===== src/rtl/stream_gen_pkg.sv =====
// Shared types and helpers for the stream pattern generator.
package stream_gen_pkg;

  typedef enum logic [1:0] {
    ModeInc   = 2'd0,
    ModeConst = 2'd1,
    ModeLfsr  = 2'd2,
    ModeWalk1 = 2'd3
  } mode_e;

  typedef enum logic {
    StIdle = 1'b0,
    StRun  = 1'b1
  } state_e;

  // Galois feedback mask for an 8-bit maximal-length LFSR; wider widths override it.
  localparam logic [63:0] LfsrTapsDefault = 64'hB8;

  // Next lane value, computed at 64 bits and masked down to the live width.
  function automatic logic [63:0] next_value(mode_e mode, logic [63:0] v, logic [63:0] step,
                                             logic [63:0] taps, int unsigned width);
    logic [63:0] mask;
    logic [63:0] r;
    mask = (width >= 64) ? '1 : ((64'd1 << width) - 64'd1);
    case (mode)
      ModeInc:   r = v + step;
      ModeConst: r = v;
      ModeLfsr:  r = v[0] ? ((v >> 1) ^ taps) : (v >> 1);
      ModeWalk1: r = (v << 1) | (v >> (width - 1));
      default:   r = v;
    endcase
    return r & mask;
  endfunction

endpackage


===== src/rtl/stream_gen_lane.sv =====
// One channel lane: holds its running pattern value, loads at burst start and
// advances only when a beat of this channel transfers.
module stream_gen_lane
  import stream_gen_pkg::*;
#(
  parameter int unsigned       DATA_W    = 8,
  parameter logic [DATA_W-1:0] LFSR_TAPS = LfsrTapsDefault[DATA_W-1:0]
) (
  input  logic              clk,
  input  logic              rst_n,
  input  mode_e             mode,
  input  logic [DATA_W-1:0] step,
  input  logic [DATA_W-1:0] init,
  input  logic              load,
  input  logic              advance,
  output logic [DATA_W-1:0] value
);

  logic [DATA_W-1:0] value_q, value_d;

  // Load takes priority; otherwise step the pattern on a transfer.
  always_comb begin
    value_d = value_q;
    if (load) begin
      value_d = init;
    end else if (advance) begin
      value_d = DATA_W'(next_value(mode, 64'(value_q), 64'(step), 64'(LFSR_TAPS), DATA_W));
    end
  end

  // Lane value register.
  always_ff @(posedge clk or negedge rst_n) begin
    if (!rst_n) begin
      value_q <= '0;
    end else begin
      value_q <= value_d;
    end
  end

  assign value = value_q;

endmodule


===== src/rtl/stream_pattern_gen.sv =====
// Programmable pattern source on a valid/ready stream with round-robin channels,
// burst length, backpressure and abort.
// Optional transfer/stall statistics: define STREAM_PATTERN_GEN_STATS_EN.
module stream_pattern_gen
  import stream_gen_pkg::*;
#(
  parameter int unsigned       DATA_W    = 8,
  parameter int unsigned       NUM_CH    = 1,
  parameter int unsigned       CH_W      = (NUM_CH > 1) ? $clog2(NUM_CH) : 1,
  parameter int unsigned       LEN_W     = 16,
  parameter logic [DATA_W-1:0] LFSR_TAPS = LfsrTapsDefault[DATA_W-1:0]
) (
  input  logic              clk,
  input  logic              rst_n,
  input  logic              start,
  input  logic              abort,
  input  logic [1:0]        mode,
  input  logic [DATA_W-1:0] seed,
  input  logic [DATA_W-1:0] step,
  input  logic [LEN_W-1:0]  burst_len,
  output logic              out_valid,
  input  logic              out_ready,
  output logic [DATA_W-1:0] out_data,
  output logic [CH_W-1:0]   out_ch,
  output logic              out_last,
  output logic              busy,
  output logic              done,
  output logic [LEN_W-1:0]  stat_beats,
  output logic [LEN_W-1:0]  stat_stalls
);

  state_e            state_q, state_d;
  mode_e             mode_q, mode_d;
  logic [DATA_W-1:0] step_q, step_d;
  logic [LEN_W-1:0]  len_q, len_d;
  logic [LEN_W-1:0]  beat_q, beat_d;
  logic [CH_W-1:0]   ch_q, ch_d;
  logic              done_q, done_d;

  logic              fire;
  logic              is_last;
  logic              lane_load;
  logic [NUM_CH-1:0] lane_adv;
  logic [DATA_W-1:0] lane_init [NUM_CH];
  logic [DATA_W-1:0] lane_val  [NUM_CH];

  assign out_valid = (state_q == StRun);
  assign fire      = out_valid && out_ready;
  assign is_last   = (beat_q == (len_q - LEN_W'(1)));
  assign out_last  = out_valid && is_last;
  assign busy      = out_valid;
  assign done      = done_q;
  assign out_ch    = ch_q;

  // Per-lane start value from the live inputs; zero would lock LFSR/WALK1, so force 1.
  always_comb begin
    for (int c = 0; c < NUM_CH; c++) begin
      lane_init[c] = seed + DATA_W'(c);
      if ((mode_e'(mode) == ModeLfsr || mode_e'(mode) == ModeWalk1) && lane_init[c] == '0) begin
        lane_init[c] = DATA_W'(1);
      end
    end
  end

  // Route the transfer to the lane owning the current beat and select its value.
  always_comb begin
    out_data = '0;
    lane_adv = '0;
    for (int c = 0; c < NUM_CH; c++) begin
      if (ch_q == CH_W'(c)) begin
        out_data    = lane_val[c];
        lane_adv[c] = fire;
      end
    end
  end

  for (genvar c = 0; c < NUM_CH; c++) begin : g_lane
    stream_gen_lane #(
      .DATA_W    (DATA_W),
      .LFSR_TAPS (LFSR_TAPS)
    ) u_lane (
      .clk     (clk),
      .rst_n   (rst_n),
      .mode    (mode_q),
      .step    (step_q),
      .init    (lane_init[c]),
      .load    (lane_load),
      .advance (lane_adv[c]),
      .value   (lane_val[c])
    );
  end

  // Burst control: latch config at start, count beats, end on last transfer or abort.
  always_comb begin
    state_d   = state_q;
    mode_d    = mode_q;
    step_d    = step_q;
    len_d     = len_q;
    beat_d    = beat_q;
    ch_d      = ch_q;
    done_d    = 1'b0;
    lane_load = 1'b0;
    unique case (state_q)
      StIdle: begin
        if (start) begin
          if (burst_len != '0) begin
            state_d   = StRun;
            mode_d    = mode_e'(mode);
            step_d    = step;
            len_d     = burst_len;
            beat_d    = '0;
            ch_d      = '0;
            lane_load = 1'b1;
          end else begin
            done_d = 1'b1;
          end
        end
      end
      StRun: begin
        if (fire) begin
          beat_d = beat_q + LEN_W'(1);
          ch_d   = (ch_q == CH_W'(NUM_CH - 1)) ? '0 : ch_q + CH_W'(1);
        end
        // A final transfer coinciding with abort completes normally either way.
        if ((fire && is_last) || abort) begin
          state_d = StIdle;
          done_d  = 1'b1;
        end
      end
      default: state_d = StIdle;
    endcase
  end

  // Control registers.
  always_ff @(posedge clk or negedge rst_n) begin
    if (!rst_n) begin
      state_q <= StIdle;
      mode_q  <= ModeInc;
      step_q  <= '0;
      len_q   <= '0;
      beat_q  <= '0;
      ch_q    <= '0;
      done_q  <= 1'b0;
    end else begin
      state_q <= state_d;
      mode_q  <= mode_d;
      step_q  <= step_d;
      len_q   <= len_d;
      beat_q  <= beat_d;
      ch_q    <= ch_d;
      done_q  <= done_d;
    end
  end

`ifdef STREAM_PATTERN_GEN_STATS_EN
  logic [LEN_W-1:0] beats_q, beats_d;
  logic [LEN_W-1:0] stalls_q, stalls_d;
  logic             stat_clr;

  assign stat_clr = (state_q == StIdle) && start;

  // Saturating counters, cleared at start and frozen once the burst ends.
  always_comb begin
    beats_d  = beats_q;
    stalls_d = stalls_q;
    if (stat_clr) begin
      beats_d  = '0;
      stalls_d = '0;
    end else begin
      if (fire && beats_q != '1) begin
        beats_d = beats_q + LEN_W'(1);
      end
      if (out_valid && !out_ready && stalls_q != '1) begin
        stalls_d = stalls_q + LEN_W'(1);
      end
    end
  end

  // Statistics registers.
  always_ff @(posedge clk or negedge rst_n) begin
    if (!rst_n) begin
      beats_q  <= '0;
      stalls_q <= '0;
    end else begin
      beats_q  <= beats_d;
      stalls_q <= stalls_d;
    end
  end

  assign stat_beats  = beats_q;
  assign stat_stalls = stalls_q;
`else
  assign stat_beats  = '0;
  assign stat_stalls = '0;
`endif

endmodule


===== config.mk =====
export PLATFORM = sky130hd
export DESIGN_NAME = stream_pattern_gen
export DESIGN_NICKNAME = d
export VERILOG_FILES = /design/src/rtl/stream_gen_pkg.sv /design/src/rtl/stream_gen_lane.sv /design/src/rtl/stream_pattern_gen.sv
export SDC_FILE = /design/constraint.sdc
export NUM_CORES = 1
export LEC_CHECK = 0
export ABC_CLOCK_PERIOD_IN_PS = 9100
export CORE_UTILIZATION = 46
export DETAILED_ROUTE_END_ITERATION = 10
export PLACE_DENSITY_LB_ADDON = 0.08
export SYNTH_ARGS = -nofsm -noshare
export SYNTH_HDL_FRONTEND = slang
export SYNTH_SLANG_ARGS = --single-unit

===== constraint.sdc =====
create_clock -name clk -period 9.1 [get_ports clk]
set_clock_uncertainty 0.1 [all_clocks]
set_input_delay 2.73 -clock clk [delete_from_list [all_inputs] [get_ports clk]]
set_output_delay 2.73 -clock clk [all_outputs]
set_load 0.005 [all_outputs]

==> impl_metrics.ini, run 1 <==
[setup_path]
startpoint_type = flip-flop
critical_path.top_delay_family = simple AND/OR/NAND/NOR gates
r2r_setup_slack_ps = 6060
critPathKind = flip-flop to output port
crit_fanout = 8
cp_slowest_cell = or4_4
r2r_end = busy$_DFF_PN0_
worstPathArrival_ps = 3560
rr_worst_depth = 7
path_buf_inv = 1
worstPathCellList = or4_4, or3_1, a2111oi_0, a311o_1, o211ai_2, nor3_1, and2_1, clkdlybuf4s50_1
crit_required_ps = 6270
worstReg2RegStart = len_q[5]$_DFFE_PN0P_
endpoint_kind = output port
slowest_delay_ps = 590

[routing]
wire_per_inst_um = 14.9
dr.pass1.iters = 4
drtAntennaViolNets = 0
vias = 3047
drc = 0
avgViaCountPerCell = 5.31
routed_wl_mm = 8.54
drtIter0Drc = 129

[logic_synthesis]
synth_area_per_cell_um2 = 8.25
synthTopCellsByCount = nand2_1 (82), dfrtp_1 (52), buf_4 (34)
syn_inst = 434
synth.most_common_cell = nand2_1
synth_edf_count = 0
netlist.area_leader.share_pct = 36.4
syn_area_um2 = 3580
yosys-top-cells-area = dfrtp_1 (36%), nand2_1 (8.6%), buf_4 (7.1%)
synth-seq-cells = 52
ys_seq_area_share_pct = 36.4
yosysTopAreaCell = dfrtp_1
synth_flop_cell = dfrtp_1
synthArstFlopShare_pct = 100
synth_cell_type_count = 54
yosysWarnings = 0

[clock_network]
clk_latency_ps = 310
tritoncts = built
postCtsHoldBufs = 0
clock_path_buffers = 2
cts_resized = 0
htreeDepth = 2
root_buffer = clkbuf_8
cts_made_buffers = 5
cts.sinks = 52
clkTransAtPathRegs_ps = 100
postCtsSetupBuffers = 0

[final_layout]
layout-drive-gt1-share_pct = 4.84
fillers = 715
n_antenna_cell = 0
synthToLayoutAreaGrowth_pct = 15.6
seq_area_um2 = 1300
fin_cells = 574
nets = 523
final_cell_area_um2 = 4140
multi_input_area_um2 = 2020

[global_route]
antenna_found_initial = 0
grt_max_degree = 53
grt_pass1_wl_mm = 14.5
first_global_vias = 2966
overflow = 0
grtUsageTotal_pct = 22.3

[sta]
rsz0062_at_grt = no
relSlewSlack_pct = 51.9
hold_viol_final = 0
final-setup-viol-count = 0
worst_slew_pin_slew_ps = 714
final.period_utilization_pct = 70.2
finalCriticalPeriod_ps = 6390
fmax_mhz = 156
maxSlewViolCount = 0
tns_ps = 0
whs_ps = 395

[min_path]
hold_start = step_q[5]$_DFFE_PN0P_
holdPathEnd = step_q[5]$_DFFE_PN0P_
hold_depth = 2
hold_class = flip-flop to flip-flop

[power]
max-vdd-ir-drop_uv = 119
leakage_nw = 1.78
powerDensity_nw_per_um2 = 196

[place]
post-place-cells = 566
place_hpwl_mm = 6.40
io_buffers = 50
gp_congestion = 0.935
place_area_um2 = 4030

[floorplan]
fp.dieW_um = 90.2
rows = 31
dieArea_um2 = 8140
die_h_um = 90.2
initial_core_util_pct = 48.6
ios = 84
coreArea_um2 = 7370

[outcome]
status = completed

[flow_run]
cap_violations = 0
[where the power goes]
part / internal, mW / switching, mW
Sequential: 0.272 / 0.0694
Clock: 0.0816 / 0.0838
Combinational: 0.153 / 0.150
Total: 0.507 / 0.303
[per-layer routing]
layer  vias up  GRT usage (%)  share of wire, %  wire length (um)
met4         0           8.20               2.2               186
li1       1516              -                 -                 -
met5         -              0                 0                 0
met3        15           3.47               3.5               302
met1      1446           29.6                46              3940
met2        70           36.6                48              4110
[worst max-delay path by stage]
stage | start | endpoint | slack (ps) | depth (start not counted)
after global placement | len_q[5]$_DFFE_PN0P_ | out_last | 3150 | 8
final | len_q[5]$_DFFE_PN0P_ | out_last | 2710 | 8
after floorplan | len_q[5]$_DFFE_PN0P_ | out_last | 3780 | 8
after CTS | len_q[5]$_DFFE_PN0P_ | out_last | 2720 | 8
after global routing | len_q[5]$_DFFE_PN0P_ | out_last | 2560 | 8
after detailed placement | len_q[5]$_DFFE_PN0P_ | out_last | 3080 | 8
[stage by stage]
step	worst slack (ps)	utilization, %	total power [mW]
after floorplan	3780	-	0.548
after global placement	3150	54.6	0.643
after detailed placement	3080	54.6	0.649
after CTS	2720	56.1	0.818
after global routing	2560	56.1	0.876
final	2710	56.1	0.810
[registers in the layout, summed over array words and instances, names as in the netlist]
register / count
done: 1
len_q: 16
g_lane.u_lane.value: 8
busy: 1
beat_q: 16
step_q: 8
mode_q: 2
[cell families (layout without fill, tap and decap cells)]
family / Yosys count / count (layout) / share of synthesized area, %
flip-flops: 52 / 52 / 36.4
adder cells (fa/ha/maj): 10 / 10 / 3.71
AND/OR/NAND/NOR: 174 / 174 / 23.0
other: 1 / 33 / 0.105
buffers and inverters: 68 / 77 / 10.7
AO/OA/AOI/OAI: 87 / 87 / 15.6
XOR/XNOR: 37 / 37 / 9.05
multiplexers: 5 / 5 / 1.50
[cells in the final DEF (no fill, tap or decap), drive strengths merged, types with 9 or more instances in the layout]
| cell | instances |
|---|---|
| a21oi | 16 |
| nor2 | 26 |
| dfrtp | 52 |
| nand2 | 82 |
| nor4 | 10 |
| conb | 33 |
| ha | 9 |
| clkdlybuf4s50 | 49 |
| inv | 14 |
| o21ai | 32 |
| xnor2 | 22 |
| xor2 | 15 |
[worst min-delay path: stages, from the launching register on]
cell and delay [ps]:
dfrtp_1 360, nand2_1 50, nand2_1 50
[cell type report]
class                   count  share of cell area, %
clock inverters             3                   1.03
multi-input cells         346                   48.9
repair buffers             53                   12.5
well taps                  99                   2.99
inverters                  16                   1.45
flip-flops and latches     52                   31.5
clock buffers               5                   1.66
Note: power is estimated with default switching activity, not from simulation.
==> run 2: changes to the inputs <==
--- a/config.mk
+++ b/config.mk
@@ -5,7 +5,7 @@
 export SDC_FILE = /design/constraint.sdc
 export NUM_CORES = 1
 export LEC_CHECK = 0
-export ABC_CLOCK_PERIOD_IN_PS = 9100
+export ABC_CLOCK_PERIOD_IN_PS = 5300
 export CORE_UTILIZATION = 46
 export DETAILED_ROUTE_END_ITERATION = 10
 export PLACE_DENSITY_LB_ADDON = 0.08
==> constraint.sdc (replaced) <==
create_clock -name clk -period 5.3 [get_ports clk]
set_clock_uncertainty 0.1 [all_clocks]
set_input_delay 1.59 -clock clk [delete_from_list [all_inputs] [get_ports clk]]
set_output_delay 1.59 -clock clk [all_outputs]
set_load 0.005 [all_outputs]
==> run 2 against run 1 <==
Against the previous run:
- critical path depth is the same
- final cell count did not move
- routed wire length is 0.95% lower
- core utilization fell by 0.12 points
- worst setup slack worse by 2500 ps
- first-iteration DRC count increased by 9.3%
- non-clock buffer count is the same
- clock power is 41% higher
==> impl_metrics.ini, run 2 (same netlist as run 1, synthesis figures left out) <==
[final_layout]
synthToLayoutAreaGrowth_pct = 15.3
final_cell_mix = nand2_1 (82), dfrtp_1 (52), clkdlybuf4s50_1 (49), conb_1 (33), o21ai_0 (31)
final_util_pct = 56.0
nets = 523
n_antenna_cell = 0
final_common_cell = nand2_1
layout-drive-gt1-share_pct = 5.26
largest_registers = beat_q (16), len_q (16)
fillers = 707

[sta]
fin_ws_ps = 197
relSlewSlack_pct = 55.8
final.period_utilization_pct = 96.3
fmax_mhz = 196
finalCriticalPeriod_ps = 5100
maxSlewViolCount = 0
hold_viol_final = 0
whs_ps = 407
tns_ps = 0
worst_slew_pin_slew_ps = 663
final-setup-viol-count = 0
rsz0062_at_grt = no

[clock_network]
clk_latency_ps = 310
cts.sinks = 52
clock_path_buffers = 2
tritoncts = built
root_buffer = clkbuf_8
clkTransAtPathRegs_ps = 100
cts_made_buffers = 5
htreeDepth = 2
postCtsSetupBuffers = 0

[setup_path]
cp_slowest_cell = or4_4
crit_required_ps = 3610
worstPathArrival_ps = 3410
startpoint_type = flip-flop
critPathKind = flip-flop to output port
worstPathCellList = or4_4, or3_4, or4b_4, o211ai_2, o211ai_2, nor3_2, and2_1, clkdlybuf4s50_1
crit_fanout = 8
endpoint_kind = output port
slowest_delay_ps = 600
cpMostUsedCell = o211ai_2
r2r_setup_slack_ps = 2390
path_buf_inv = 1
critical_path.top_delay_family = simple AND/OR/NAND/NOR gates

[place]
io_buffers = 50
place_hpwl_mm = 6.46
gp_congestion = 0.913
dp_slack_ps = 409

[global_route]
grt_max_degree = 31
overflow = 0
antenna_found_initial = 0
grt_pass1_wl_mm = 13.9
first_global_vias = 2822
grtUsageTotal_pct = 21.5

[power]
leakage_nw = 1.77
power_mw = 1.34
powerDensity_nw_per_um2 = 326
max-vdd-ir-drop_uv = 202

[floorplan]
rows = 31
initial_core_util_pct = 48.6
fp.dieW_um = 90.2
ios = 84
coreArea_um2 = 7370
dieArea_um2 = 8140
die_h_um = 90.2

[flow_run]
cap_violations = 0

[routing]
drtAntennaViolNets = 0
drtIter0Drc = 141
avgViaCountPerCell = 5.29
wire_per_inst_um = 14.7
dr.pass1.iters = 4
routed_wl_mm = 8.46
vias = 3037
drc = 0

[outcome]
status = completed

[min_path]
hold_class = flip-flop to flip-flop
run 2: worst reg2reg max path, stage by stage (launching register included):
cell      delay, ps
dfrtp_1         470
or4_4           600
or3_4           450
or4b_4          500
o211ai_2         90
o211ai_2        120
nor4_1          370
o21ai_1         100
run 2: layer usage:
layer  global-route usage (%)  up-vias  wire, um
met5                        0        -         0
met4                     7.26        0       172
met3                     3.98       10       347
met2                     35.8       83      4140
met1                     28.0     1424      3800
li1                         -     1520         -
run 2: path summary, 6_finish.rpt:
kind	cells after the start	from	end
worst max register to register	7	len_q[5]$_DFFE_PN0P_	busy$_DFF_PN0_
worst min register to register	2	step_q[5]$_DFFE_PN0P_	step_q[5]$_DFFE_PN0P_
worst min-delay path	2	step_q[5]$_DFFE_PN0P_	step_q[5]$_DFFE_PN0P_
worst max-delay path	8	len_q[5]$_DFFE_PN0P_	out_last
min in group asynchronous	1	rst_n	beat_q[5]$_DFFE_PN0P_
max in group asynchronous	2	rst_n	busy$_DFF_PN0_
run 2: per-stage QoR:
step	instances	cell area, um^2
after floorplan	466	3700
after global placement	566	4030
after detailed placement	566	4030
after CTS	574	4110
after global routing	574	4130
final	574	4130
run 2: report_power, final:
part           switching, mW  total (mW)  internal, mW
Sequential             0.118       0.585         0.467
Clock                  0.138       0.233        0.0944
Combinational          0.263       0.526         0.263
Total                  0.519        1.34         0.825
run 2: area by class of cell:
type / instances / area, um^2 / share of cell area, %
clock inverters: 2 / 16.3 / 0.394
well taps: 99 / 124 / 3.00
flip-flops and latches: 52 / 1300 / 31.5
repair buffers: 53 / 518 / 12.5
inverters: 16 / 60.1 / 1.45
multi-input cells: 346 / 2040 / 49.3
clock buffers: 6 / 72.6 / 1.76
run 2: what timing repair did:
item / 4_1_cts / 5_1_grt
endpoints found under the setup margin: 0 / 1
gates resized for setup: 0 / 4
endpoints found under the hold margin: 0 / 0
hold buffers: 0 / 0
==> run 3: changes to the inputs <==
--- a/config.mk
+++ b/config.mk
@@ -5,7 +5,7 @@
 export SDC_FILE = /design/constraint.sdc
 export NUM_CORES = 1
 export LEC_CHECK = 0
-export ABC_CLOCK_PERIOD_IN_PS = 5300
+export CORE_ASPECT_RATIO = 1.1
 export CORE_UTILIZATION = 46
 export DETAILED_ROUTE_END_ITERATION = 10
 export PLACE_DENSITY_LB_ADDON = 0.08
==> run 3 against run 2 <==
Against the previous run:
- largest cell class unchanged
- count of clock-buffer cells in the layout is 2 higher
- core utilization is 1.1 points lower
- highest routed layer unchanged
- final cell count is 0.87% higher
- sequential share of layout area hardly changed
==> impl_metrics.ini, run 3 (same netlist as run 1, synthesis figures left out) <==
[final_layout]
final_common_cell = nand2_1
n_antenna_cell = 0
layout-drive-gt1-share_pct = 4.64
final_cell_mix = nand2_1 (82), dfrtp_1 (52), clkdlybuf4s50_1 (49), conb_1 (33), o21ai_0 (31)
nets = 522
fillers = 762
largest_registers = beat_q (16), len_q (16)
synthToLayoutAreaGrowth_pct = 15.3
final_util_pct = 54.9
fin_cells = 579

[min_path]
holdPathEnd = step_q[6]$_DFFE_PN0P_
hold_depth = 2
hold_start = step_q[6]$_DFFE_PN0P_
hold_class = flip-flop to flip-flop

[sta]
hold_viol_final = 0
finalCriticalPeriod_ps = 5040
rsz0062_at_grt = no
relSlewSlack_pct = 20.0
fmax_mhz = 198
final.period_utilization_pct = 95.2
final-setup-viol-count = 0
worst_slew_pin_slew_ps = 1200
fin_ws_ps = 257
maxSlewViolCount = 0
tns_ps = 0

[global_route]
grtUsageTotal_pct = 22.3
overflow = 0
grt_max_degree = 59
first_global_vias = 2947
antenna_found_initial = 0
grt_pass1_wl_mm = 14.1

[power]
comb_power_share_pct = 39.4
power_mw = 1.34
clockPowerShare_pct = 17.0
swShare_pct = 37.7
leakage_nw = 1.77
powerDensity_nw_per_um2 = 325
seqPwrFrac_pct = 43.7
max-vdd-ir-drop_uv = 177
p_switching_mw = 0.505
power.internal_mw = 0.836

[clock_network]
clk_latency_ps = 300
root_buffer = clkbuf_8
postCtsHoldBufs = 0
postCtsSetupBuffers = 0
htreeDepth = 2
cts.sinks = 52
tritoncts = built
clkTransAtPathRegs_ps = 90
clock_path_buffers = 2
cts_made_buffers = 5
cts_resized = 0

[setup_path]
crit_fanout = 8
cpMostUsedCell = o211ai_2
worstPathCellList = or4_4, or3_4, or4b_4, o211ai_2, o211ai_2, nor3_1, and2_1, clkdlybuf4s50_1
crit_required_ps = 3610
path_buf_inv = 1
slowest_delay_ps = 600
critPathLaunch = len_q[5]$_DFFE_PN0P_
startpoint_type = flip-flop
worstPathArrival_ps = 3350
r2r_setup_slack_ps = 2550
r2r_end = busy$_DFF_PN0_
worstReg2RegStart = len_q[5]$_DFFE_PN0P_
cp_slowest_cell = or4_4
rr_worst_depth = 7
endpoint_kind = output port
critical_path.top_delay_family = simple AND/OR/NAND/NOR gates
critPathKind = flip-flop to output port

[place]
dp_slack_ps = 507
io_buffers = 50
place_hpwl_mm = 6.33
post-place-cells = 571
gp_congestion = 0.829

[floorplan]
dieArea_um2 = 8140
fp.dieW_um = 86.1
die_h_um = 94.5
coreArea_um2 = 7510
ios = 84
rows = 33
initial_core_util_pct = 47.6

[routing]
wire_per_inst_um = 14.5
routed_wl_mm = 8.38
avgViaCountPerCell = 5.23
drtAntennaViolNets = 0
dr.pass1.iters = 4
drtIter0Drc = 177
vias = 3028
drc = 0

[flow_run]
cap_violations = 0

[outcome]
status = completed
run 3: changes by cell type in the layout (fill, tap and decap cells not counted):
cell and change:
clkinv_4 -1, a2111oi_1 -1, nor3_2 -1, a2111oi_2 +1
clkinvlp_4 -1, buf_4 -1, nor3_1 +1, clkbuf_8 +1
clkbuf_1 +1, ha_1 +1, ha_2 -1
run 3: metal layers:
layer	share of wire, %	track usage, %	up-vias
li1	-	-	1505
met1	42	28.3	1428
met2	51	38.5	83
met3	4.4	3.06	12
met4	2.1	8.75	0
met5	0	0	-
run 3: final cells by class:
cell class	instances	area [um^2]	share of cell area, %
Clock buffer	8	90.1	2.18
Inverter	16	60.1	1.46
Multi-Input combinational cell	346	2030	49.3
Sequential cell	52	1300	31.5
Tap cell	105	131	3.18
Timing Repair Buffer	52	510	12.4
run 3: how the worst max path moves through the flow:
stage	to	slack, ps	cells past startpoint
6_report	out_last	260	8
5_1_grt	out_last	3	9
4_1_cts	out_last	180	8
3_5_place_dp	out_last	510	8
3_3_place_gp	out_last	580	8
2_1_floorplan	out_last	1120	8
run 3: power by group through the flow:
stage                     sequential (mW)  combinational [mW]  clock (mW)
after global routing                0.600               0.598       0.249
after floorplan                     0.540               0.401           0
after global placement              0.591               0.517           0
after detailed placement            0.591               0.526           0
final                               0.586               0.528       0.227
after CTS                           0.584               0.529       0.238
run 3: tightest hold or removal path: cells and delay by family, from the launching register on:
kind,cells,cell delay [ps]
simple gates,2,100
flops,1,360
run 3: through the flow:
step | hold slack (ps) | instance area [um^2]
after global routing | 420 | 4130
after detailed placement | 374 | 4030
after floorplan | 350 | 3700
after global placement | 372 | 4030
final | 388 | 4130
after CTS | 395 | 4120
